$ cat config.mk
export PLATFORM = sky130hd
export DESIGN_NAME = uart_rx_frame
export DESIGN_NICKNAME = d
export VERILOG_FILES = /design/src/rtl/uart_pkg.sv /design/src/rtl/sync_fifo.sv /design/src/rtl/uart_rx_frame.sv
export SDC_FILE = /design/constraint.sdc
export NUM_CORES = 1
export LEC_CHECK = 0
export CORE_MARGIN = 3
export CORE_UTILIZATION = 59
export CTS_CLUSTER_SIZE = 30
export DETAILED_ROUTE_END_ITERATION = 8
export PLACE_DENSITY = 0.78
export SLEW_MARGIN = 10
export SYNTH_ARGS = -nofsm -noshare
export SYNTH_HDL_FRONTEND = slang
export SYNTH_HIERARCHICAL = 1
export SYNTH_SLANG_ARGS = --single-unit
$ cat constraint.sdc
create_clock -name i_clk -period 6.08 [get_ports i_clk]
set_input_delay 0.608 -clock i_clk [delete_from_list [all_inputs] [get_ports i_clk]]
set_output_delay 0.608 -clock i_clk [all_outputs]
set_load 0.02 [all_outputs]
$ cat src/rtl/uart_pkg.sv
// Shared types and helpers for the UART receive path.
package uart_pkg;

  typedef enum logic [1:0] {
    PAR_NONE = 2'd0,
    PAR_ODD  = 2'd1,
    PAR_EVEN = 2'd2
  } parity_e;

  typedef enum logic [2:0] {
    ST_IDLE   = 3'd0,
    ST_START  = 3'd1,
    ST_DATA   = 3'd2,
    ST_PARITY = 3'd3,
    ST_STOP1  = 3'd4,
    ST_STOP2  = 3'd5,
    ST_HOLD   = 3'd6
  } rx_state_e;

  // Clock cycles per bit, rounded to nearest.
  function automatic int unsigned baud_div(input int unsigned clk_hz, input int unsigned baud);
    return (clk_hz + baud / 32'd2) / baud;
  endfunction

endpackage

$ cat src/rtl/sync_fifo.sv
// Single-clock FIFO with a registered head word and valid/ready pop interface.
module sync_fifo
  import uart_pkg::*;
#(
  parameter int unsigned WIDTH = 8,
  parameter int unsigned DEPTH = 16
) (
  input  logic             i_clk,
  input  logic             i_rst,
  input  logic             i_push,
  input  logic [WIDTH-1:0] i_data,
  output logic [WIDTH-1:0] o_data,
  output logic             o_valid,
  input  logic             i_ready,
  output logic             o_full
);

  localparam int unsigned AW = $clog2(DEPTH);
  localparam logic [AW:0] PTR_ONE = {{AW{1'b0}}, 1'b1};

  logic [WIDTH-1:0] mem_q [DEPTH];
  logic [AW:0]      wr_ptr_q, wr_ptr_d, rd_ptr_q, rd_ptr_d;
  logic [WIDTH-1:0] head_q;
  logic             valid_q;
  logic             pop_s, push_s;

  assign o_full  = (wr_ptr_q[AW] != rd_ptr_q[AW]) && (wr_ptr_q[AW-1:0] == rd_ptr_q[AW-1:0]);
  assign pop_s   = valid_q & i_ready;
  // A pop in the same cycle frees the slot, so a push on full still lands.
  assign push_s  = i_push & (~o_full | pop_s);
  assign o_data  = head_q;
  assign o_valid = valid_q;

  always_comb begin
    rd_ptr_d = rd_ptr_q;
    wr_ptr_d = wr_ptr_q;
    if (pop_s) rd_ptr_d = rd_ptr_q + PTR_ONE;
    else       rd_ptr_d = rd_ptr_q;
    if (push_s) wr_ptr_d = wr_ptr_q + PTR_ONE;
    else        wr_ptr_d = wr_ptr_q;
  end

  always_ff @(posedge i_clk) begin
    if (i_rst) begin
      wr_ptr_q <= '0;
      rd_ptr_q <= '0;
      valid_q  <= 1'b0;
      head_q   <= '0;
    end else begin
      wr_ptr_q <= wr_ptr_d;
      rd_ptr_q <= rd_ptr_d;
      // Head reloads only from words already stored, so a fresh push shows one cycle later.
      if (wr_ptr_q != rd_ptr_d) begin
        valid_q <= 1'b1;
        head_q  <= mem_q[rd_ptr_d[AW-1:0]];
      end else begin
        valid_q <= 1'b0;
      end
    end
  end

  always_ff @(posedge i_clk) begin
    if (push_s) mem_q[wr_ptr_q[AW-1:0]] <= i_data;
  end

endmodule

$ cat src/rtl/uart_rx_frame.sv
// Configurable UART receiver: oversampled bit FSM feeding a per-byte status FIFO,
// with sticky overflow and a break pulse.
module uart_rx_frame
  import uart_pkg::*;
#(
  parameter int unsigned CLK_HZ     = 12_000_000,
  parameter int unsigned BAUD_RATE  = 3_000_000,
  parameter int unsigned DATA_BITS  = 8,
  parameter int unsigned PARITY     = 0,
  parameter int unsigned STOP_BITS  = 1,
  parameter int unsigned FIFO_DEPTH = 16
) (
  input  logic                 i_clk,
  input  logic                 i_rst,
  input  logic                 i_rxd,
  output logic [DATA_BITS-1:0] o_data,
  output logic                 o_frame_err,
  output logic                 o_parity_err,
  output logic                 o_valid,
  input  logic                 i_ready,
  output logic                 o_overflow,
  output logic                 o_break,
  input  logic                 i_clr_err,
  output logic                 o_busy
);

  localparam int unsigned DIV   = baud_div(CLK_HZ, BAUD_RATE);
  localparam int unsigned CNT_W = $clog2(DIV);
  localparam int unsigned W     = DATA_BITS + 2;
  localparam logic [1:0]       PAR_SEL  = PARITY[1:0];
  localparam logic [CNT_W-1:0] CNT_FULL = CNT_W'(DIV - 1);
  localparam logic [CNT_W-1:0] CNT_HALF = CNT_W'(DIV / 2 - 1);
  localparam logic [CNT_W-1:0] CNT_ONE  = {{(CNT_W-1){1'b0}}, 1'b1};
  localparam logic [3:0]       BIT_LAST = 4'(DATA_BITS - 1);

  if (DIV < 4) begin : g_div_check
    $error("uart_rx_frame: baud divisor must be at least 4");
  end

  logic                 rxd_meta_q, rxd_sync_q, rxd_last_q;
  rx_state_e            state_q;
  logic [CNT_W-1:0]     cnt_q;
  logic [3:0]           bit_cnt_q;
  logic [DATA_BITS-1:0] shift_q;
  logic                 par_bit_q, frame_err_q, push_q, break_q, ovf_q;
  logic [W-1:0]         push_word_q;
  logic [W-1:0]         head_s;
  logic                 tick_s, fall_s, par_err_s, fifo_full_s, pop_s;

  assign tick_s = (cnt_q == {CNT_W{1'b0}});
  assign fall_s = rxd_last_q & ~rxd_sync_q;
  assign pop_s  = o_valid & i_ready;
  // Odd parity wants data^parity == 1, even wants 0.
  assign par_err_s = (PAR_SEL == PAR_ODD)  ? ~(^shift_q ^ par_bit_q) :
                     (PAR_SEL == PAR_EVEN) ?  (^shift_q ^ par_bit_q) : 1'b0;

  // Two-flop synchronizer plus one history flop for falling-edge detection.
  always_ff @(posedge i_clk) begin
    if (i_rst) begin
      rxd_meta_q <= 1'b1;
      rxd_sync_q <= 1'b1;
      rxd_last_q <= 1'b1;
    end else begin
      rxd_meta_q <= i_rxd;
      rxd_sync_q <= rxd_meta_q;
      rxd_last_q <= rxd_sync_q;
    end
  end

  // Frame FSM: bit timing, shifting, error capture, push and break generation.
  always_ff @(posedge i_clk) begin
    if (i_rst) begin
      state_q     <= ST_IDLE;
      cnt_q       <= {CNT_W{1'b0}};
      bit_cnt_q   <= 4'd0;
      shift_q     <= {DATA_BITS{1'b0}};
      par_bit_q   <= 1'b0;
      frame_err_q <= 1'b0;
      push_q      <= 1'b0;
      push_word_q <= {W{1'b0}};
      break_q     <= 1'b0;
    end else begin
      push_q  <= 1'b0;
      break_q <= 1'b0;
      if (state_q != ST_IDLE && state_q != ST_HOLD) begin
        cnt_q <= tick_s ? CNT_FULL : cnt_q - CNT_ONE;
      end
      case (state_q)
        ST_IDLE: begin
          if (fall_s) begin
            cnt_q   <= CNT_HALF;
            state_q <= ST_START;
          end
        end
        ST_START: begin
          if (tick_s) begin
            bit_cnt_q   <= 4'd0;
            par_bit_q   <= 1'b0;
            frame_err_q <= 1'b0;
            state_q     <= rxd_sync_q ? ST_IDLE : ST_DATA;
          end
        end
        ST_DATA: begin
          if (tick_s) begin
            shift_q   <= {rxd_sync_q, shift_q[DATA_BITS-1:1]};
            bit_cnt_q <= bit_cnt_q + 4'd1;
            if (bit_cnt_q == BIT_LAST) begin
              state_q <= (PAR_SEL == PAR_NONE) ? ST_STOP1 : ST_PARITY;
            end
          end
        end
        ST_PARITY: begin
          if (tick_s) begin
            par_bit_q <= rxd_sync_q;
            state_q   <= ST_STOP1;
          end
        end
        ST_STOP1: begin
          if (tick_s) begin
            // Break is decided on STOP1 alone; a low STOP2 is only a framing error.
            if (!rxd_sync_q && shift_q == {DATA_BITS{1'b0}} && !par_bit_q) begin
              break_q <= 1'b1;
              state_q <= ST_HOLD;
            end else if (STOP_BITS == 2) begin
              frame_err_q <= ~rxd_sync_q;
              state_q     <= ST_STOP2;
            end else begin
              push_q      <= 1'b1;
              push_word_q <= {par_err_s, ~rxd_sync_q, shift_q};
              state_q     <= ST_IDLE;
            end
          end
        end
        ST_STOP2: begin
          if (tick_s) begin
            push_q      <= 1'b1;
            push_word_q <= {par_err_s, frame_err_q | ~rxd_sync_q, shift_q};
            state_q     <= ST_IDLE;
          end
        end
        ST_HOLD: begin
          if (rxd_sync_q) state_q <= ST_IDLE;
        end
        default: state_q <= ST_IDLE;
      endcase
    end
  end

  // Sticky overflow; a same-cycle set beats the clear.
  always_ff @(posedge i_clk) begin
    if (i_rst)                                   ovf_q <= 1'b0;
    else if (push_q && fifo_full_s && !pop_s)    ovf_q <= 1'b1;
    else if (i_clr_err)                          ovf_q <= 1'b0;
  end

  sync_fifo #(.WIDTH(W), .DEPTH(FIFO_DEPTH)) u_fifo (
    .i_clk   (i_clk),
    .i_rst   (i_rst),
    .i_push  (push_q),
    .i_data  (push_word_q),
    .o_data  (head_s),
    .o_valid (o_valid),
    .i_ready (i_ready),
    .o_full  (fifo_full_s)
  );

  assign o_data       = head_s[DATA_BITS-1:0];
  assign o_frame_err  = head_s[DATA_BITS];
  assign o_parity_err = head_s[DATA_BITS+1];
  assign o_overflow   = ovf_q;
  assign o_break      = break_q;
  assign o_busy       = (state_q != ST_IDLE);

endmodule

==> results_dict.tcl, run 1 <==
set metrics [dict create \
    run_status "completed" \
    maxCapViolCount 0 \
    layout_common_cells "edfxtp_1, nand3_1, o21ai_0, dfxtp_1, nor2_1" \
    root_buffer "clkbuf_16" \
    final_util 0.6774 \
    peakVddDrop_uv 211.0 \
    dp_hpwl_um 13440 \
    clock_skew_ns 0.006260 \
    cts.sinks 214 \
    gp_congestion 0.9283 \
    crit_top_cell "a311oi_1" \
    grt_use_total 0.2579 \
    synth_edf_count 160 \
    wirelength_um 21800 \
    relSlewSlack 0.1836 \
    htreeDepth 1 \
    path_cells "clkdlybuf4s50_1 -> a21boi_4 -> buf_4 -> o21ai_0 -> a311oi_1 -> nand4_1 -> a311oi_1" \
    core-area_um2 14860 \
    syn_to_final_growth_pct 9.616 \
    drt-initial-drc-count 795 \
    final_common_cell "edfxtp_1" \
    finalMaxSlewViolations 0 \
    cp_max_fo 52 \
    power_per_cell_area_nw_per_um2 279.6 \
    async_flop_share 0 \
    synth_compound_area_frac 0.1237 \
    synthDistinctLibCells 67 \
    internal_power_uw 2269 \
    cts_buffers 22 \
    p_seq_frac 0.553 \
    r2r_cells 6 \
    die_area_um2 17100 \
    final_nets 786 \
    clk_latency_ns 0.50 \
    fin_cells 974 \
    syn_inst 773 \
    post_cts_buffers 0 \
    yosysSeqAreaShare 0.6407 \
    synth_area_um2 9186 \
    synth-xor-area-share 0.01417 \
    cpPeakStageDelay_ns 1.09 \
    hp-class "flop to flop" \
    ys_seq_elements 214 \
    final_antenna_net_count 0 \
    rsz0062_at_grt "false" \
    finalCriticalPeriod_ns 3.402 \
    synthSimpleGateAreaFrac 0.1621 \
    yosys_most_used_dff "edfxtp_1" \
    grt_pass1_wl_um 33620 \
    grt_pass1_vias 6050 \
    diodes 0 \
    cp_data_arrival_time_ns 3.79 \
    grt_max_degree 71 \
    vias 6477 \
    start_util 0.6180 \
    routed_via_density 6.650 \
    yosysWarnings 6 \
    critical_path_class "primary input to flop" \
    avgSynthCellArea_um2 11.88 \
    drive_above_1_share 0.08608 \
    worst_slew_pin_slew_ns 1.221 \
    clock.fmax_ghz 0.2939 \
    muxShareOfSynthArea 0.009807 \
    clockBufferDepth 3 \
    io_buffers 18 \
    switching_share 0.1941 \
    cp.buffers_inverters 2 \
    hold_violations 0 \
    placed_cells 934 \
    drc 0 \
    ios 19 \
    synth_top_family_by_area "simple AND/OR/NAND/NOR gates" \
    power.leakage_uw 0.003340 \
    min_path_cells 1 \
    dieWidth_um 130.8 \
    setup_viol_count_final 0 \
    grt.overflow.total 0 \
    p_clk_frac 0.436 \
    crit_path_start_kind "primary input" \
    slowest_stage "a21boi_4" \
    cts_tree "done" \
    netSwitchingPower_uw 546.5 \
    fin_crit_sh 0.5595 \
    die_h_um 130.8 \
    clk_transition_reported_paths_ns 0.06 \
    crit_cells 7 \
    hold_buffers 0 \
    row_count 44 \
    combPwrFrac 0.011 \
    synth-adder-area-share 0.009534 \
    crit_family "compound AO/OA/AOI/OAI gates" \
    ctsResizeCount 0 \
    setup_tns_ns 0 \
    dr.pass1.iters 5 \
    p_total_uw 2816 \
    cp-end-kind "flop" \
    nFillCells 1053 \
    cp.required_ns 6.47 \
    antenna_found_initial 0 \
    routedWlPerCell_um 22.38 \
]
metrics by stage:
| step | hold slack, ns | setup slack [ns] | cell area (um^2) |
|---|---|---|---|
| floorplan | 0.3895 | 3.671 | 9243 |
| global placement | 0.4035 | 2.456 | 9403 |
| detailed placement | 0.3992 | 2.401 | 9403 |
| CTS | 0.4215 | 2.816 | 10060 |
| global route | 0.4348 | 2.543 | 10070 |
| finish | 0.4234 | 2.678 | 10070 |
Yosys cell counts, drive strengths merged (2+ instances only):
library cell | count | share of area
o211ai | 2 | 0.0016
nand3 | 124 | 0.069
nand2 | 32 | 0.013
a211o | 13 | 0.013
mux2i | 9 | 0.0098
a21bo | 2 | 0.0022
or2 | 6 | 0.0041
a32o | 2 | 0.0022
dfxtp | 54 | 0.12
ha | 7 | 0.0095
nand4 | 22 | 0.015
a311oi | 21 | 0.021
o2bb2ai | 2 | 0.0019
and2 | 2 | 0.0016
o22ai | 3 | 0.0020
or3 | 4 | 0.0040
a32oi | 12 | 0.012
and3b | 2 | 0.0019
clkbuf | 27 | 0.011
a211oi | 3 | 0.0025
a21oi | 23 | 0.013
inv | 10 | 0.0041
nor4 | 2 | 0.0014
nor2b | 4 | 0.0027
o21ai | 76 | 0.041
xor2 | 6 | 0.0078
xnor2 | 4 | 0.0038
buf | 38 | 0.024
edfxtp | 160 | 0.52
and3 | 17 | 0.012
nor3b | 2 | 0.0016
nor3 | 19 | 0.011
nor2 | 42 | 0.017
a21boi | 2 | 0.0020
nand3b | 3 | 0.0029
power groups by stage:
stage | sequential [uW] | combinational (uW) | clock (uW)
6_report | 1560 | 30.9 | 1230
3_5_place_dp | 1590 | 30.1 | 0
5_1_grt | 1560 | 34.7 | 1310
3_3_place_gp | 1590 | 28.3 | 0
4_1_cts | 1560 | 30.3 | 1250
2_1_floorplan | 1590 | 24.4 | 0
kinds of logic (layout without fill, tap and decap cells):
group	count (synthesis)	after routing
AOI/OAI and AO/OA	170	170
xor gates and xnor gates	11	11
adders and majority gates	7	7
buffers and inverters	75	77
DFF	214	214
muxes	9	9
other	1	16
and+or+nand+nor	286	286
layer usage:
metal,track usage,vias to the layer above,part of all wire
met5,0,-,0
met4,0.09619,0,0.035
met3,0.05650,51,0.10
met2,0.3849,328,0.45
met1,0.3752,3156,0.41
li1,-,2942,-
registers in the layout (all words and copies together) (netlist names), 2 cells and up:
signal,flops
u_fifo/mem_q,160
u_fifo/o_data,10
push_word_q,9
shift_q,8
u_fifo/rd_ptr_q,5
u_fifo/wr_ptr_q,5
bit_cnt_q,4
state_q,3
cnt_q,2
layout make-up:
cell class | instances | area [um^2] | area share
clock buffer | 31 | 615.6 | 0.06113
clock inverter | 9 | 46.29 | 0.004597
inverter | 10 | 37.54 | 0.003728
multi-input combinational | 499 | 3012 | 0.2991
sequential | 214 | 5886 | 0.5845
tap | 184 | 230.2 | 0.02286
timing repair buffer | 27 | 242.7 | 0.02411
final timing paths:
path                                      from  slack (ns)          endpoint
worst min register to register      rxd_meta_q        0.42        rxd_sync_q
worst max-delay path                   i_ready        2.68  u_fifo/o_data[7]
worst min-delay path                rxd_meta_q        0.42        rxd_sync_q
worst max register to register  u_fifo/o_valid        2.95  u_fifo/o_data[7]
(Power assumes the default switching activity.)
==> run 2, diff against run 1 <==
==> constraint.sdc (replaced) <==
create_clock -name i_clk -period 3.4 [get_ports i_clk]
set_input_delay 0.34 -clock i_clk [delete_from_list [all_inputs] [get_ports i_clk]]
set_output_delay 0.34 -clock i_clk [all_outputs]
set_load 0.02 [all_outputs]
==> run 2 against run 1 <==
Via count up 4.3%. Critical path type is now flop to flop. Core utilization up 1.9 points. Largest power group unchanged. Flip-flop and latch count unchanged.
==> results_dict.tcl, run 2 (same netlist as run 1, synthesis figures left out) <==
set metrics [dict create \
    nFillCells 1083 \
    dr.pass1.iters 5 \
    start_util 0.6180 \
    gp_congestion 0.9264 \
    vias 6753 \
    crit_path_start_kind "flop" \
    combPwrFrac 0.011 \
    dp_hpwl_um 14660 \
    critical_path_class "flop to flop" \
    internal_power_uw 4188 \
    wirelength_um 22970 \
    relSlewSlack 0.3589 \
    worst_slew_pin_slew_ns 0.9581 \
    fin_crit_sh 0.8034 \
    setup_tns_ns 0 \
    p_clk_frac 0.452 \
    clock.fmax_ghz 0.3661 \
    p_total_uw 5180 \
    met3_length_um 2640 \
    clk_transition_reported_paths_ns 0.07 \
    run_status "completed" \
    diodes 0 \
    ios 19 \
    row_count 44 \
    routed_via_density 6.740 \
    fin_ws_ns 0.6686 \
    cp-end-kind "flop" \
    clockBufferDepth 3 \
    root_buffer "clkbuf_16" \
    final_antenna_net_count 0 \
    cp_data_arrival_time_ns 3.14 \
    ff_latch_area_um2 5886 \
    setup_viol_count_final 0 \
    ctsResizeCount 0 \
    largest_reg_flops 160 \
    drive_above_1_share 0.1161 \
    cts.sinks 214 \
    drt-initial-drc-count 855 \
    wl_met2_um 10120 \
    power.leakage_uw 0.003516 \
    grt_max_degree 71 \
    grt_pass1_wl_um 35260 \
    met1Wirelength_um 9337 \
    p_seq_frac 0.537 \
    top_layer "met4" \
    final_nets 814 \
    antenna_found_initial 0 \
    core-area_um2 14860 \
    grt.overflow.total 0 \
    dp_slack_ns 0.5357 \
    layout_common_cells "edfxtp_1, nand3_1, o21ai_0, dfxtp_1, nor2_1" \
    cts_buffers 22 \
    syn_to_final_growth_pct 12.72 \
    cp_max_fo 38 \
    grt_pass1_vias 6382 \
    rsz0062_at_grt "false" \
    hold_buffers 0 \
    htreeDepth 1 \
    netSwitchingPower_uw 992.7 \
    die_h_um 130.8 \
    peakVddDrop_uv 453.2 \
    maxCapViolCount 0 \
    clock_skew_ns 0.008467 \
    clk_latency_ns 0.50 \
    hp-class "primary input to flop" \
    io_buffers 18 \
    finalCriticalPeriod_ns 2.731 \
    grt_use_total 0.2705 \
    die_area_um2 17100 \
    power_per_cell_area_nw_per_um2 500.3 \
    cp.required_ns 3.81 \
    cts_tree "done" \
    final_common_cell "edfxtp_1" \
    multi_input_area_um2 3007 \
    post_cts_buffers 0 \
    routedWlPerCell_um 22.93 \
    hold_violations 0 \
    drc 0 \
    switching_share 0.1916 \
    dieWidth_um 130.8 \
    finalMaxSlewViolations 0 \
]
[run 2: cell types whose count changed in the layout (fill, tap and decap cells not counted)]
cell	before	now
nor3_1	17	18
clkinv_2	3	2
clkbuf_1	7	6
clkinv_4	0	1
buf_12	0	3
clkbuf_8	1	0
clkinvlp_4	2	1
bufinv_16	0	2
buf_4	9	34
nor3_2	2	1
clkinv_1	3	4
[run 2: path summary, 6_finish.rpt]
check                 start            endpoint  slack (ns)  cells past startpoint
max          u_fifo/o_valid    u_fifo/o_data[0]        0.67                      5
min                   i_rst  u_fifo/wr_ptr_q[1]        0.35                      2
max reg2reg  u_fifo/o_valid    u_fifo/o_data[0]        0.67                      5
min reg2reg      rxd_meta_q          rxd_sync_q        0.42                      1
[run 2: layer usage]
metal / vias up / GRT usage
li1: 2994 / -
met1: 3237 / 0.3890
met2: 459 / 0.3930
met3: 63 / 0.06992
met4: 0 / 0.1168
met5: - / 0
[run 2: cell type report]
type,instances,area share
repair buffers,55,0.04737
clock buffers,29,0.05776
clock inverters,11,0.01027
inverters,10,0.003625
flip-flops and latches,214,0.5684
multi-input cells,499,0.2904
well taps,184,0.02223
[run 2: power groups by stage]
stage / Sequential (uW) / Clock (uW) / Combinational (uW)
5_1_grt: 2780 / 2480 / 63.1
6_report: 2780 / 2340 / 55.8
3_3_place_gp: 2840 / 0 / 52.4
4_1_cts: 2780 / 2370 / 55.4
2_1_floorplan: 2830 / 0 / 43.7
3_5_place_dp: 2840 / 0 / 55.2
[run 2: through the flow]
| step | hold WS [ns] | cells | instance area (um^2) | utilization |
|---|---|---|---|---|
| after floorplan | 0.3895 | 788 | 9243 | - |
| after global placement | 0.4044 | 962 | 9651 | 0.6492 |
| after detailed placement | 0.4023 | 962 | 9651 | 0.6492 |
| after CTS | 0.3479 | 1002 | 10350 | 0.6966 |
| after global routing | 0.3760 | 1002 | 10350 | 0.6966 |
| final | 0.3494 | 1002 | 10350 | 0.6966 |
[run 2: worst max-delay path, cell delays in order, from the launching register on]
cell and delay (ns):
dfxtp_1 0.73, and3b_2 0.73, o21ai_0 0.18, a311oi_1 0.44
nand4_1 0.23, a311oi_1 0.30
==> run 3, diff against run 2 <==
--- a/config.mk
+++ b/config.mk
@@ -6,7 +6,7 @@
 export NUM_CORES = 1
 export LEC_CHECK = 0
 export CORE_MARGIN = 3
-export CORE_UTILIZATION = 59
+export CORE_UTILIZATION = 56
 export CTS_CLUSTER_SIZE = 30
 export DETAILED_ROUTE_END_ITERATION = 8
 export PLACE_DENSITY = 0.78
==> constraint.sdc (replaced) <==
create_clock -name i_clk -period 2.5 [get_ports i_clk]
set_input_delay 0.25 -clock i_clk [delete_from_list [all_inputs] [get_ports i_clk]]
set_output_delay 0.25 -clock i_clk [all_outputs]
set_load 0.02 [all_outputs]
==> run 3 against run 2 <==
Combinational power rose by 46%. Via count rose by 1.3%. Hold slack got worse by 0.12 ns. Register-to-register slack got worse by 0.51 ns. Final area rose by 2.6%. Non-clock buffer count rose by 20. Clock skew fell by 0.00071 ns. Cell count rose by 5.0%. Core utilization fell by 3.0 points. Largest power group unchanged.
==> results_dict.tcl, run 3 (same netlist as run 1, synthesis figures left out) <==
set metrics [dict create \
    clock.fmax_ghz 0.4274 \
    wirelength_um 22960 \
    worst_slew_pin_slew_ns 0.9191 \
    largest_reg_flops 160 \
    antenna_found_initial 0 \
    cp.required_ns 2.70 \
    drt-initial-drc-count 936 \
    final_common_cell "edfxtp_1" \
    die_h_um 134.1 \
    crit_path_start_kind "flop" \
    stdcell_area_um2 10620 \
    dp_slack_ns -0.01403 \
    ios 19 \
    path_cells "xor2_1 -> nand4b_1 -> o31a_1 -> nand2_1 -> nor3_1 -> buf_4" \
    root_buffer "clkbuf_16" \
    cp-end-kind "flop" \
    dieWidth_um 134.1 \
    drc 0 \
    place_area_um2 9877 \
    cp_data_arrival_time_ns 2.54 \
    setup_viol_count_final 0 \
    maxCapViolCount 0 \
    final_antenna_net_count 0 \
    slowest_stage "dfxtp_1" \
    core-area_um2 15940 \
    finalMaxSlewViolations 0 \
    grt.overflow.total 0 \
    gp_congestion 0.9174 \
    power.leakage_uw 0.003664 \
    ff_latch_area_um2 5886 \
    use_met3 0.04014 \
    grt_busiest_layer "met2" \
    cpPeakStageDelay_ns 0.50 \
    grt_pass1_vias 6568 \
    io_buffers 18 \
    grtUsageMet1 0.3311 \
    vias 6840 \
    dr.pass1.iters 5 \
    final_nets 833 \
    power_per_cell_area_nw_per_um2 678.3 \
    hold_buffers 0 \
    peakVddDrop_uv 558.6 \
    clk_transition_reported_paths_ns 0.06 \
    p_total_uw 7204 \
    fin_ws_ns 0.1605 \
    layout_common_cells "edfxtp_1, nand3_1, o21ai_0, dfxtp_1, buf_4" \
    cts_buffers 21 \
    run_status "completed" \
    syn_to_final_growth_pct 15.61 \
    hold_violations 0 \
    nFillCells 1156 \
    drive_above_1_share 0.1435 \
    diodes 0 \
    clock_skew_ns 0.007755 \
    use_met2 0.4335 \
    routed_via_density 6.502 \
    grt_pass1_wl_um 35940 \
    finalCriticalPeriod_ns 2.339 \
    die_area_um2 17980 \
    clk_latency_ns 0.50 \
    critical_path_class "flop to flop" \
    cp_max_fo 10 \
    cp.buffers_inverters 1 \
    fin_crit_sh 0.9358 \
    cts_tree "done" \
    clockBufferDepth 3 \
    hp-class "primary input to flop" \
    grt_use_total 0.2557 \
    grt_max_degree 35 \
    row_count 46 \
    start_util 0.5762 \
    routedWlPerCell_um 21.83 \
    relSlewSlack 0.3859 \
    htreeDepth 1 \
    cts.sinks 214 \
    multi_input_area_um2 3007 \
    rsz0062_at_grt "false" \
    dp_hpwl_um 14470 \
    crit_family "simple AND/OR/NAND/NOR gates" \
]
[run 3: cell types whose count changed in the layout (fill, tap and decap cells not counted), sizes merged]
cell / previous run / this run
buf: 38 / 58
clkbuf: 29 / 26
bufinv: 2 / 4
clkinv: 7 / 5
inv: 10 / 12
clkinvlp: 2 / 1
[run 3: final timing paths]
kind,to,from,cells past startpoint,slack (ns)
hold / removal,push_word_q[0],i_rst,2,0.23
setup reg to reg,u_fifo/mem_q[1][3],u_fifo/wr_ptr_q[3],6,0.16
hold reg to reg,rxd_sync_q,rxd_meta_q,1,0.42
setup / recovery,u_fifo/mem_q[1][3],u_fifo/wr_ptr_q[3],6,0.16
[run 3: layout make-up]
type                    count  share of cell area
multi-input cells         499              0.2831
repair buffers             75             0.06385
clock inverters            12             0.01673
inverters                  10            0.003534
clock buffers              26             0.05313
well taps                 216             0.02545
flip-flops and latches    214              0.5542
[run 3: power breakdown]
group	internal, uW	total (uW)	switching [uW]	leakage [uW]
registers	3770	3780	8.37	0.00191
clock network	2030	3340	1310	0.000362
logic	31.1	81.2	50.1	0.00139
[run 3: routing by layer]
metal / routed length, um / vias up
met5: 0 / -
met4: 856 / 0
met3: 1961 / 70
met2: 11380 / 367
met1: 8763 / 3357
li1: - / 3046
[run 3: metrics by stage]
step                utilization  std cells  hold WS (ns)  TNS (ns)
finish                   0.6661       1052        0.2293         0
global route             0.6661       1052        0.2550         0
CTS                      0.6661       1052        0.2128         0
detailed placement       0.6195       1014        0.4048  -0.01403
global placement         0.6195       1014        0.4039         0
floorplan                     -        788        0.3216         0
[run 3: what timing repair did]
action	in CTS	in global routing
setup endpoints to repair	0	1
resized for setup	0	1
setup buffers	0	0
